### src/rtl/uart_mmio.sv
`default_nettype none
// ============================================================================
// Module   : uart_mmio
// Purpose  : Memory-mapped 8N1 UART (TX FIFO, RX holding register), negedge clocked.
// Options  : define UART_LOOPBACK_EN to enable the CTRL loopback bit.
// Revision : 1.0 - initial release
// ============================================================================
module uart_mmio #(
    parameter logic [15:0] BASE_ADDR = 16'hFF00,
    parameter int unsigned TX_DEPTH  = 4,
    parameter logic [15:0] DIV_RESET = 16'd104
) (
    input  logic        clk,
    input  logic        rst,
    input  logic        read,
    input  logic [15:0] address,
    input  logic [7:0]  wdata,
    output logic [7:0]  rdata,
    output logic        sel,
    output logic        uart_tx,
    input  logic        uart_rx
);

    localparam int unsigned c_aw = $clog2(TX_DEPTH);

    typedef enum logic [1:0] {
        TX_IDLE  = 2'd0,
        TX_START = 2'd1,
        TX_DATA  = 2'd2,
        TX_STOP  = 2'd3
    } tx_state_e;

    typedef enum logic [1:0] {
        RX_IDLE  = 2'd0,
        RX_START = 2'd1,
        RX_DATA  = 2'd2,
        RX_STOP  = 2'd3
    } rx_state_e;

    logic [2:0]  w_offset;
    logic        w_wr;
    logic        w_rd;
    logic [15:0] w_eff_div;
    logic [7:0]  w_status;
    logic [7:0]  w_ctrl;
    logic        w_rx_src;
    logic        w_fifo_empty;
    logic        w_fifo_full;
    logic [7:0]  w_fifo_head;
    logic        w_push;
    logic        w_tx_pop;
    logic        w_rx_store;
    logic        w_rx_pop;

    logic [15:0] div_q, div_d;
    logic [7:0]  fifo_mem_q [TX_DEPTH];
    logic [7:0]  fifo_mem_d [TX_DEPTH];
    logic [c_aw:0] wr_ptr_q, wr_ptr_d, rd_ptr_q, rd_ptr_d;

    tx_state_e   tx_state_q, tx_state_d;
    logic [15:0] tx_cnt_q, tx_cnt_d;
    logic [15:0] tx_div_q, tx_div_d;
    logic [2:0]  tx_bit_q, tx_bit_d;
    logic [7:0]  tx_shift_q, tx_shift_d;
    logic        tx_line_q, tx_line_d;

    logic        rx_meta_q, rx_sync_q, rx_prev_q;
    rx_state_e   rx_state_q, rx_state_d;
    logic [15:0] rx_cnt_q, rx_cnt_d;
    logic [15:0] rx_div_q, rx_div_d;
    logic [2:0]  rx_bit_q, rx_bit_d;
    logic [7:0]  rx_shift_q, rx_shift_d;
    logic [7:0]  rx_data_q, rx_data_d;
    logic        rx_valid_q, rx_valid_d;
    logic        rx_overrun_q, rx_overrun_d;

    // Bus decode
    assign w_offset  = address[2:0];
    assign sel       = (address[15:3] == BASE_ADDR[15:3]);
    assign w_wr      = sel & ~read;
    assign w_rd      = sel & read;
    assign w_eff_div = (div_q < 16'd4) ? 16'd4 : div_q;
    assign w_status  = {3'b000, (tx_state_q != TX_IDLE), rx_overrun_q, rx_valid_q,
                        w_fifo_empty, w_fifo_full};

    always_comb begin
        rdata = 8'h00;
        if (sel) begin
            case (w_offset)
                3'd0:    rdata = rx_data_q;
                3'd1:    rdata = w_status;
                3'd2:    rdata = div_q[7:0];
                3'd3:    rdata = div_q[15:8];
                3'd4:    rdata = w_ctrl;
                default: rdata = 8'h00;
            endcase
        end
    end

    always_comb begin
        div_d = div_q;
        if (w_wr && w_offset == 3'd2) div_d[7:0]  = wdata;
        if (w_wr && w_offset == 3'd3) div_d[15:8] = wdata;
    end

    // TX FIFO; a push on a full FIFO is still accepted when the head leaves this cycle
    assign w_fifo_empty = (wr_ptr_q == rd_ptr_q);
    assign w_fifo_full  = (wr_ptr_q[c_aw] != rd_ptr_q[c_aw]) &&
                          (wr_ptr_q[c_aw-1:0] == rd_ptr_q[c_aw-1:0]);
    assign w_fifo_head  = fifo_mem_q[rd_ptr_q[c_aw-1:0]];
    assign w_push       = w_wr && (w_offset == 3'd0) && (!w_fifo_full || w_tx_pop);

    always_comb begin
        fifo_mem_d = fifo_mem_q;
        wr_ptr_d   = wr_ptr_q;
        rd_ptr_d   = rd_ptr_q;
        if (w_push) begin
            fifo_mem_d[wr_ptr_q[c_aw-1:0]] = wdata;
            wr_ptr_d = wr_ptr_q + {{c_aw{1'b0}}, 1'b1};
        end
        if (w_tx_pop) rd_ptr_d = rd_ptr_q + {{c_aw{1'b0}}, 1'b1};
    end

    // TX FSM; divisor is latched per frame so register writes mid-frame do not distort it
    always_comb begin
        tx_state_d = tx_state_q;
        tx_cnt_d   = tx_cnt_q + 16'd1;
        tx_div_d   = tx_div_q;
        tx_bit_d   = tx_bit_q;
        tx_shift_d = tx_shift_q;
        w_tx_pop   = 1'b0;
        case (tx_state_q)
            TX_IDLE: begin
                tx_cnt_d = 16'd0;
                if (!w_fifo_empty) begin
                    w_tx_pop   = 1'b1;
                    tx_shift_d = w_fifo_head;
                    tx_div_d   = w_eff_div;
                    tx_state_d = TX_START;
                end
            end
            TX_START: begin
                if (tx_cnt_q == tx_div_q - 16'd1) begin
                    tx_cnt_d   = 16'd0;
                    tx_bit_d   = 3'd0;
                    tx_state_d = TX_DATA;
                end
            end
            TX_DATA: begin
                if (tx_cnt_q == tx_div_q - 16'd1) begin
                    tx_cnt_d   = 16'd0;
                    tx_shift_d = {1'b0, tx_shift_q[7:1]};
                    tx_bit_d   = tx_bit_q + 3'd1;
                    if (tx_bit_q == 3'd7) tx_state_d = TX_STOP;
                end
            end
            TX_STOP: begin
                if (tx_cnt_q == tx_div_q - 16'd1) begin
                    tx_cnt_d = 16'd0;
                    if (!w_fifo_empty) begin
                        w_tx_pop   = 1'b1;
                        tx_shift_d = w_fifo_head;
                        tx_div_d   = w_eff_div;
                        tx_state_d = TX_START;
                    end else begin
                        tx_state_d = TX_IDLE;
                    end
                end
            end
            default: tx_state_d = TX_IDLE;
        endcase
        case (tx_state_d)
            TX_START: tx_line_d = 1'b0;
            TX_DATA:  tx_line_d = tx_shift_d[0];
            default:  tx_line_d = 1'b1;
        endcase
    end

    // RX FSM on the synchronised line
    always_comb begin
        rx_state_d = rx_state_q;
        rx_cnt_d   = rx_cnt_q + 16'd1;
        rx_div_d   = rx_div_q;
        rx_bit_d   = rx_bit_q;
        rx_shift_d = rx_shift_q;
        w_rx_store = 1'b0;
        case (rx_state_q)
            RX_IDLE: begin
                rx_cnt_d = 16'd0;
                if (!rx_sync_q && rx_prev_q) begin
                    rx_div_d   = w_eff_div;
                    rx_state_d = RX_START;
                end
            end
            RX_START: begin
                if (rx_cnt_q == (rx_div_q >> 1) - 16'd1) begin
                    rx_cnt_d   = 16'd0;
                    rx_bit_d   = 3'd0;
                    rx_state_d = rx_sync_q ? RX_IDLE : RX_DATA;
                end
            end
            RX_DATA: begin
                if (rx_cnt_q == rx_div_q - 16'd1) begin
                    rx_cnt_d   = 16'd0;
                    rx_shift_d = {rx_sync_q, rx_shift_q[7:1]};
                    rx_bit_d   = rx_bit_q + 3'd1;
                    if (rx_bit_q == 3'd7) rx_state_d = RX_STOP;
                end
            end
            RX_STOP: begin
                if (rx_cnt_q == rx_div_q - 16'd1) begin
                    rx_cnt_d   = 16'd0;
                    w_rx_store = rx_sync_q;
                    rx_state_d = RX_IDLE;
                end
            end
            default: rx_state_d = RX_IDLE;
        endcase
    end

    // Holding register: a pop in the same cycle as a store makes room for the new byte
    assign w_rx_pop = w_rd && (w_offset == 3'd0) && rx_valid_q;

    always_comb begin
        rx_data_d    = rx_data_q;
        rx_valid_d   = rx_valid_q;
        rx_overrun_d = rx_overrun_q;
        if (w_wr && w_offset == 3'd1) rx_overrun_d = 1'b0;
        if (w_rx_store) begin
            if (rx_valid_q && !w_rx_pop) begin
                rx_overrun_d = 1'b1;
            end else begin
                rx_data_d  = rx_shift_q;
                rx_valid_d = 1'b1;
            end
        end else if (w_rx_pop) begin
            rx_valid_d = 1'b0;
        end
    end

`ifdef UART_LOOPBACK_EN
    logic loopback_q, loopback_d;

    always_comb begin
        loopback_d = loopback_q;
        if (w_wr && w_offset == 3'd4) loopback_d = wdata[0];
    end

    always_ff @(negedge clk) begin
        if (rst) loopback_q <= 1'b0;
        else     loopback_q <= loopback_d;
    end

    assign w_rx_src = loopback_q ? tx_line_q : uart_rx;
    assign uart_tx  = loopback_q | tx_line_q;
    assign w_ctrl   = {7'b0000000, loopback_q};
`else
    assign w_rx_src = uart_rx;
    assign uart_tx  = tx_line_q;
    assign w_ctrl   = 8'h00;
`endif

    always_ff @(negedge clk) begin
        if (rst) begin
            div_q        <= DIV_RESET;
            fifo_mem_q   <= '{default: 8'h00};
            wr_ptr_q     <= '0;
            rd_ptr_q     <= '0;
            tx_state_q   <= TX_IDLE;
            tx_cnt_q     <= 16'd0;
            tx_div_q     <= 16'd4;
            tx_bit_q     <= 3'd0;
            tx_shift_q   <= 8'h00;
            tx_line_q    <= 1'b1;
            rx_meta_q    <= 1'b1;
            rx_sync_q    <= 1'b1;
            rx_prev_q    <= 1'b1;
            rx_state_q   <= RX_IDLE;
            rx_cnt_q     <= 16'd0;
            rx_div_q     <= 16'd4;
            rx_bit_q     <= 3'd0;
            rx_shift_q   <= 8'h00;
            rx_data_q    <= 8'h00;
            rx_valid_q   <= 1'b0;
            rx_overrun_q <= 1'b0;
        end else begin
            div_q        <= div_d;
            fifo_mem_q   <= fifo_mem_d;
            wr_ptr_q     <= wr_ptr_d;
            rd_ptr_q     <= rd_ptr_d;
            tx_state_q   <= tx_state_d;
            tx_cnt_q     <= tx_cnt_d;
            tx_div_q     <= tx_div_d;
            tx_bit_q     <= tx_bit_d;
            tx_shift_q   <= tx_shift_d;
            tx_line_q    <= tx_line_d;
            rx_meta_q    <= w_rx_src;
            rx_sync_q    <= rx_meta_q;
            rx_prev_q    <= rx_sync_q;
            rx_state_q   <= rx_state_d;
            rx_cnt_q     <= rx_cnt_d;
            rx_div_q     <= rx_div_d;
            rx_bit_q     <= rx_bit_d;
            rx_shift_q   <= rx_shift_d;
            rx_data_q    <= rx_data_d;
            rx_valid_q   <= rx_valid_d;
            rx_overrun_q <= rx_overrun_d;
        end
    end

endmodule
`default_nettype wire
### config.mk
export PLATFORM = sky130hd
export DESIGN_NAME = uart_mmio
export DESIGN_NICKNAME = d
export VERILOG_FILES = /design/src/rtl/uart_mmio.sv
export SDC_FILE = /design/constraint.sdc
export NUM_CORES = 1
export LEC_CHECK = 0
export ABC_AREA = 1
export CAP_MARGIN = 15
export CORE_MARGIN = 3
export CORE_UTILIZATION = 45
export DETAILED_ROUTE_END_ITERATION = 12
export SETUP_SLACK_MARGIN = 0.3
export SYNTH_ARGS = -nofsm -noshare
export SYNTH_HDL_FRONTEND = slang
export SYNTH_SLANG_ARGS = --single-unit
### constraint.sdc
create_clock -name clk -period 5.65 [get_ports clk]
set_clock_uncertainty 0.05 [all_clocks]
set_input_delay 1.13 -clock clk [delete_from_list [all_inputs] [get_ports clk]]
set_output_delay 1.13 -clock clk [all_outputs]
set_load 0.01 [all_outputs]
# After elaboration in Yosys (flattened, before gate mapping)
# Index checks and enable logic that the tools add are counted.
[totals] reg_bits=158 in_bits=28
[classes] n_addsub=9 n_lt_le_gt_ge=4 eq_ne=29 muxes=53 bitwise=6 n_reduce_logical=35
[ops] cell="two-way mux 16 bit" count=6
[ops] cell="case mux 16 bit (2 select lines)" count=2
[ops] cell="two-way mux 8 bit" count=7
[ops] cell="== test 16 bit" count=3
[ops] cell="case mux 16 bit (3 select lines)" count=1
[ops] cell="adder 16 x 1 -> 16 bit (second input constant)" count=2
[ops] cell="bitwise mux 32 bit" count=1
[ops] cell="case mux 8 bit (4 select lines)" count=1
[ops] cell="subtractor 16 x 1 -> 16 bit (second input constant)" count=2
[ops] cell="case mux 8 bit (3 select lines)" count=1
[ops] cell="two-way mux 2 bit" count=11
[ops] cell="!= test 2 bit (second input constant)" count=9
[ops] cell="binary-select mux 8 bit (select 2 bit)" count=1
[ops] cell="demux 8 bit (select 2 bit)" count=1
[ops] cell="< comparator 16 x 3 -> 1 bit (second input constant)" count=1
[ops] cell="case mux 2 bit (4 select lines)" count=2
[ops] cell="subtractor 15 x 1 -> 16 bit (second input constant)" count=1
[ops] cell="== test 13 bit (second input constant)" count=1
[ops] cell="adder 3 x 1 -> 3 bit (second input constant)" count=4
[ops] cell="two-way mux 3 bit" count=4
[ops] cell="case mux 3 bit (2 select lines)" count=2
[ops] cell="logical AND 1 bit" count=11
[ops] cell="two-way mux 1 bit" count=11
[ops] cell="== test 2 bit (second input constant)" count=5
[ops] cell="24 further kinds" count=46

# Depth between registers and ports, before layout
# Gate-level depths: netlist (run 1).
[depth] word_depth=8 depth_mapped=21

==> results.toml, run 1 <==
[run_status]
status = "completed"

[timing]
layout_setup_ws_ps = 29.6
slew_violations = 0
rsz0062_at_grt = "yes"
setup_viol = 0
worst_pin_slew_ps = 673
slew_headroom = 0.547
hold_viol = 0
fin_tns_setup_ps = 0

[min_path]
min_path_type = "reg -> reg"
hold_depth = 1

[layout]
drive_above_1_share = 0.121
fillCellCount = 1925
final_nets = 1648
final_cell_mix = "317 x inv_1, 285 x nand2_1, 206 x nor2_1"
area_growth_pct = 25.9
final_common_cell = "inv_1"
final_util = 0.584
diodes = 0
finalNonFillerCells = 1875

[yosys]
yosys_register_bits = 158
synth_top_area_frac = 0.346
syn_area_per_cell_um2 = 6.70
seq_area_frac_synth = 0.346
async_flop_share = 0
ys_types = 46
synth-edff-count = 0
yosys_warnings = 0
yosysTopAreaCell = "dfxtp_1"
synth.cell_area_um2 = 9150
ys.flop_type = "dfxtp_1"
syn-instance-count = 1364
synth_area_leaders = "dfxtp_1 35%, nand2_1 12%, nor2_1 8.8%, inv_1 7.0%, a21oi_1 5.0%"
syn_nets = 1412

[die]
fp.dieH_um = 149
num_rows = 51
core_um2 = 19700
io-pin-count = 38
start_util = 0.464
die_x_um = 149
die_area_um2 = 22100

[critical_path]
crit_slowest_cell = "dfxtp_1"
crit_fanout = 3
worst-path-stages = 5
start_kind = "flip-flop"
path_cells = "inv_1, o21ai_1, a221oi_1, nor2_1, dlygate4sd2_1"
crit_buf_inv = 2
critical_path_class = "reg -> out"
critPathCaptureType = "primary output"
path_delay_family = "buffers and inverters"
crit_path_max_incr_delay_ps = 330
cp_data_required_time_ps = 4470
arrival_ps = 4440
rr_worst_depth = 14

[route]
via_per_inst = 4.92
ant_nets = 0
route.vias.total = 9220
drtPass1Iterations = 4
wl_per_cell_um = 13.2
drc = 0
wl_mm = 24.8
drt_iter0_markers = 489

[clock_network]
hold_buffers = 0
cts.clk_slew.worst_paths_ps = 40
cts_root_buffer = "clkbuf_16"
cts_buffers = 17
cts_max_level = 4
cts_num_sinks = 158
clock_latency_ps = 460
cts_tree = "done"
cts_buffer_depth = 2

[power_and_ir_drop]
leakagePower_nw = 5.51
vdd_ir_drop_max_mv = 0.233
powerDensity_nw_per_um2 = 381
finalPower_w = 0.00438

[place]
port_buffers = 37
post-place-ws_ps = -301
dp_hpwl_mm = 17.4
gp_congestion = 0.882
dp_cells = 1667

[global_routing]
antenna_found_initial = 0
track_usage = 0.227
grt_pass1_wl_mm = 40.9
grt_start_max_net_pins = 47
grt.overflow.total = 0
first_global_vias = 8883

[run]
maxCapViolCount = 0
-- Yosys cell counts (3+ instances only) --
library cell	count
a211oi_1	23
a21boi_0	3
a21oi_1	92
a221oi_1	3
a31oi_1	5
and3_1	3
buf_1	4
buf_2	6
buf_4	3
buf_6	4
clkbuf_1	27
dfxtp_1	158
ha_1	20
inv_1	170
nand2_1	287
nand2_2	7
nand2_4	4
nand3_1	67
nand3_4	4
nand3b_1	3
nand4_1	21
nor2_1	214
nor2_2	6
nor2_4	7
nor3_1	21
nor3b_1	5
nor4_1	5
o21ai_0	83
o21bai_1	3
o22ai_1	3
or2_2	10
xnor2_1	24
xor2_1	52
-- cell type report --
class | count | area, µm² | area share
clock inverters | 170 | 709 | 0.0616
clock buffers | 17 | 425 | 0.0370
well taps | 265 | 332 | 0.0288
inverters | 170 | 644 | 0.0560
repair inverters | 1 | 7.51 | 0.000652
repair buffers | 102 | 927 | 0.0806
flip-flops and latches | 158 | 3170 | 0.276
multi-input cells | 992 | 5290 | 0.460
-- path summary, 6_finish.rpt --
| path | from | to | slack, ps |
|---|---|---|---|
| setup / recovery | div_q[11] | rdata[3] | 30 |
| hold / removal | rx_meta_q | rx_sync_q | 350 |
| setup reg to reg | tx_div_q[0] | tx_div_q[13] | 2380 |
| hold reg to reg | rx_meta_q | rx_sync_q | 350 |
-- routing by layer --
metal	track usage	part of all wire	vias to the layer above
li1	-	-	4841
met1	0.300	0.49	4142
met2	0.342	0.45	211
met3	0.0768	0.053	26
met4	0.0878	0.010	0
met5	0	0	-
-- power breakdown --
group          switching, W  internal [W]  total (W)
clock network      0.000752      0.000788    0.00154
logic              0.000992      0.000545    0.00154
registers         0.0000943       0.00121    0.00130
-- worst reg2reg max path, stage by stage, from the launching register on --
cell	delay, ps
dfxtp_1	310
inv_1	150
ha_1	300
nand2_4	120
nor2_4	200
nand2_2	70
xor2_1	270
nand3_1	130
nor2_2	190
nand2_1	210
nand2_1	100
nand2_1	390
inv_1	420
o21ai_0	140
a21oi_1	130
-- repair_timing --
item | CTS | global route
gates cloned | 2 | 1
pin swaps | 27 | 20
setup endpoints to repair | 60 | 66
buffers inserted | 14 | 5
resized for setup | 76 | 30
-- cell families (layout without fill, tap and decap cells) --
kind of cell    after synthesis  in the layout  share of synthesized area
simple gates                671            672                      0.325
compound gates              224            224                      0.135
buf+inv                     215            460                     0.0936
flops                       158            158                      0.346
xor+xnor                     76             76                     0.0728
fa+ha+maj                    20             20                     0.0274
-- registers in the layout (all words and copies together), names as in the netlist, 16 cells and up, named ones only --
signal / count
tx_div_q: 16
rx_div_q: 16
fifo_mem_q: 32
rx_cnt_q: 16
div_q: 16
tx_cnt_q: 16
-- metrics by stage --
stage	hold WS (ps)	instance area (µm²)
4_1_cts	353	11400
2_1_floorplan	339	9180
5_1_grt	382	11500
3_5_place_dp	347	10000
3_3_place_gp	344	10000
6_report	347	11500
No activity file was read; power rests on OpenSTA's default activity.
==> inputs of run 2 (changes only) <==
--- a/config.mk
+++ b/config.mk
@@ -10,6 +10,7 @@
 export CORE_MARGIN = 3
 export CORE_UTILIZATION = 45
 export DETAILED_ROUTE_END_ITERATION = 12
+export DONT_BUFFER_PORTS = 1
 export SETUP_SLACK_MARGIN = 0.3
 export SYNTH_ARGS = -nofsm -noshare
 export SYNTH_HDL_FRONTEND = slang
==> run 2 against run 1 <==
- die area did not move
- critical path depth rose by 1
- clock-buffer cell count did not move
- design area fell by 6.2%
- first-iteration DRC count fell by 7.0%
- register-to-register slack improved by 30 ps
- sequential power barely moved
- largest cell class unchanged
==> results.toml, run 2 (synthesis gave the netlist of run 1 again) <==
[run_status]
status = "completed"

[clock_network]
cts_root_buffer = "clkbuf_16"
clock_latency_ps = 460
cts_num_sinks = 158
cts_tree = "done"
cts_buffers = 17
cts_max_level = 4
hold_buffers = 0
cts_buffer_depth = 2
cts.clk_slew.worst_paths_ps = 30

[timing]
layout_setup_ws_ps = 43.7
hold_viol = 0
rsz0062_at_grt = "yes"
setup_viol = 0
slew_violations = 0
worst_pin_slew_ps = 772
hold_ws_ps = 346
slew_headroom = 0.480

[layout]
final_cell_mix = "317 x inv_1, 285 x nand2_1, 210 x nor2_1"
stdcell_area_um2 = 10800
drive_above_1_share = 0.0891
final_common_cell = "inv_1"
diodes = 0
largest_reg_flops = 32
final_nets = 1572
area_growth_pct = 18.0
largest_register = "fifo_mem_q"

[min_path]
min_to = "rx_sync_q"
min_path_type = "reg -> reg"
min_from = "rx_meta_q"
hold_depth = 1

[critical_path]
critical_path_class = "reg -> out"
reg2reg_from = "tx_div_q[0]"
rr_worst_depth = 14
reg2reg_to = "tx_div_q[13]"
cp_data_required_time_ps = 4470
start_kind = "flip-flop"
crit_fanout = 3
timing.reg2reg.setup_slack_ps = 2410
arrival_ps = 4430
critPathCaptureType = "primary output"

[place]
port_buffers = 0
post-place-ws_ps = 73.6
dp_hpwl_mm = 16.9
gp_congestion = 0.882
placed_area_um2 = 9450

[global_routing]
grt_start_max_net_pins = 78
first_global_vias = 8628
grtUsageMet2 = 0.332
grt.overflow.total = 0
antenna_found_initial = 0
met3_usage = 0.0844
grt_use_met1 = 0.283
busiest_layer = "met2"
grt_pass1_wl_mm = 39.6
track_usage = 0.219

[route]
route.vias.total = 8909
ant_nets = 0
wl_mm = 23.9
drtPass1Iterations = 8
drt_iter0_markers = 455
via_per_inst = 4.94
drc = 0
wl_per_cell_um = 13.3

[die]
io-pin-count = 38
fp.dieH_um = 149
die_x_um = 149
die_area_um2 = 22100
start_util = 0.464
num_rows = 51
core_um2 = 19700

[power_and_ir_drop]
powerDensity_nw_per_um2 = 409
vdd_ir_drop_max_mv = 0.195
leakagePower_nw = 5.19

[run]
maxCapViolCount = 0
-- run 2: cell count changes in the layout (fill, tap and decap cells not counted), moves of 5 or more --
cell	previous run	this run
clkdlybuf4s50_1	15	0
clkdlybuf4s15_1	7	0
buf_4	57	26
o21ai_1	7	1
dlygate4sd2_1	7	0
o21ai_0	75	82
buf_2	5	0
-- run 2: how the worst max path moves through the flow --
| stage | to | cells after the start | start | slack [ps] |
|---|---|---|---|---|
| 5_1_grt | rdata[1] | 7 | wr_ptr_q[1] | -50 |
| 4_1_cts | rdata[1] | 7 | wr_ptr_q[0] | -1 |
| 6_report | rdata[1] | 6 | wr_ptr_q[2] | 40 |
| 3_5_place_dp | fifo_mem_q[30] | 8 | address[6] | 70 |
| 3_3_place_gp | fifo_mem_q[8] | 7 | address[6] | 100 |
| 2_1_floorplan | fifo_mem_q[0] | 8 | address[6] | 110 |
-- run 2: metrics by stage --
stage | cells | utilization | power (W) | TNS [ps]
after floorplan | 1364 | - | 0.00259 | 0
after global placement | 1604 | 0.479 | 0.00291 | 0
after detailed placement | 1604 | 0.479 | 0.00292 | 0
after CTS | 1801 | 0.546 | 0.00447 | -1.40
after global routing | 1802 | 0.547 | 0.00482 | -108
final | 1802 | 0.547 | 0.00441 | 0
-- run 2: critical path: stages, from the launching register on --
cell and delay (ps):
dfxtp_2 340, xor2_2 180, buf_4 140, nor2_2 110
nand2_1 70, a41oi_2 170, buf_4 160
-- run 2: where the power goes --
group / internal [W] / switching [W]
clock network: 0.000821 / 0.000803
registers: 0.00121 / 0.0000970
logic: 0.000507 / 0.000971
total: 0.00254 / 0.00187
-- run 2: what timing repair did --
item	4_1_cts	5_1_grt
pin swaps	7	5
endpoints found under the setup margin	7	8
setup buffers	8	1
gates resized for setup	28	6
-- run 2: routing by layer --
metal	up-vias	share of wire
li1	4704	-
met1	3976	0.48
met2	204	0.45
met3	25	0.056
met4	0	0.012
met5	-	0
-- run 2: cell type report --
| class | count | area (µm²) |
|---|---|---|
| inverter | 170 | 641 |
| sequential | 158 | 3180 |
| tap | 265 | 332 |
| fill | 1932 | 8920 |
| timing repair buffer | 28 | 235 |
| clock inverter | 173 | 777 |
| multi-input combinational | 991 | 5200 |
| clock buffer | 17 | 425 |
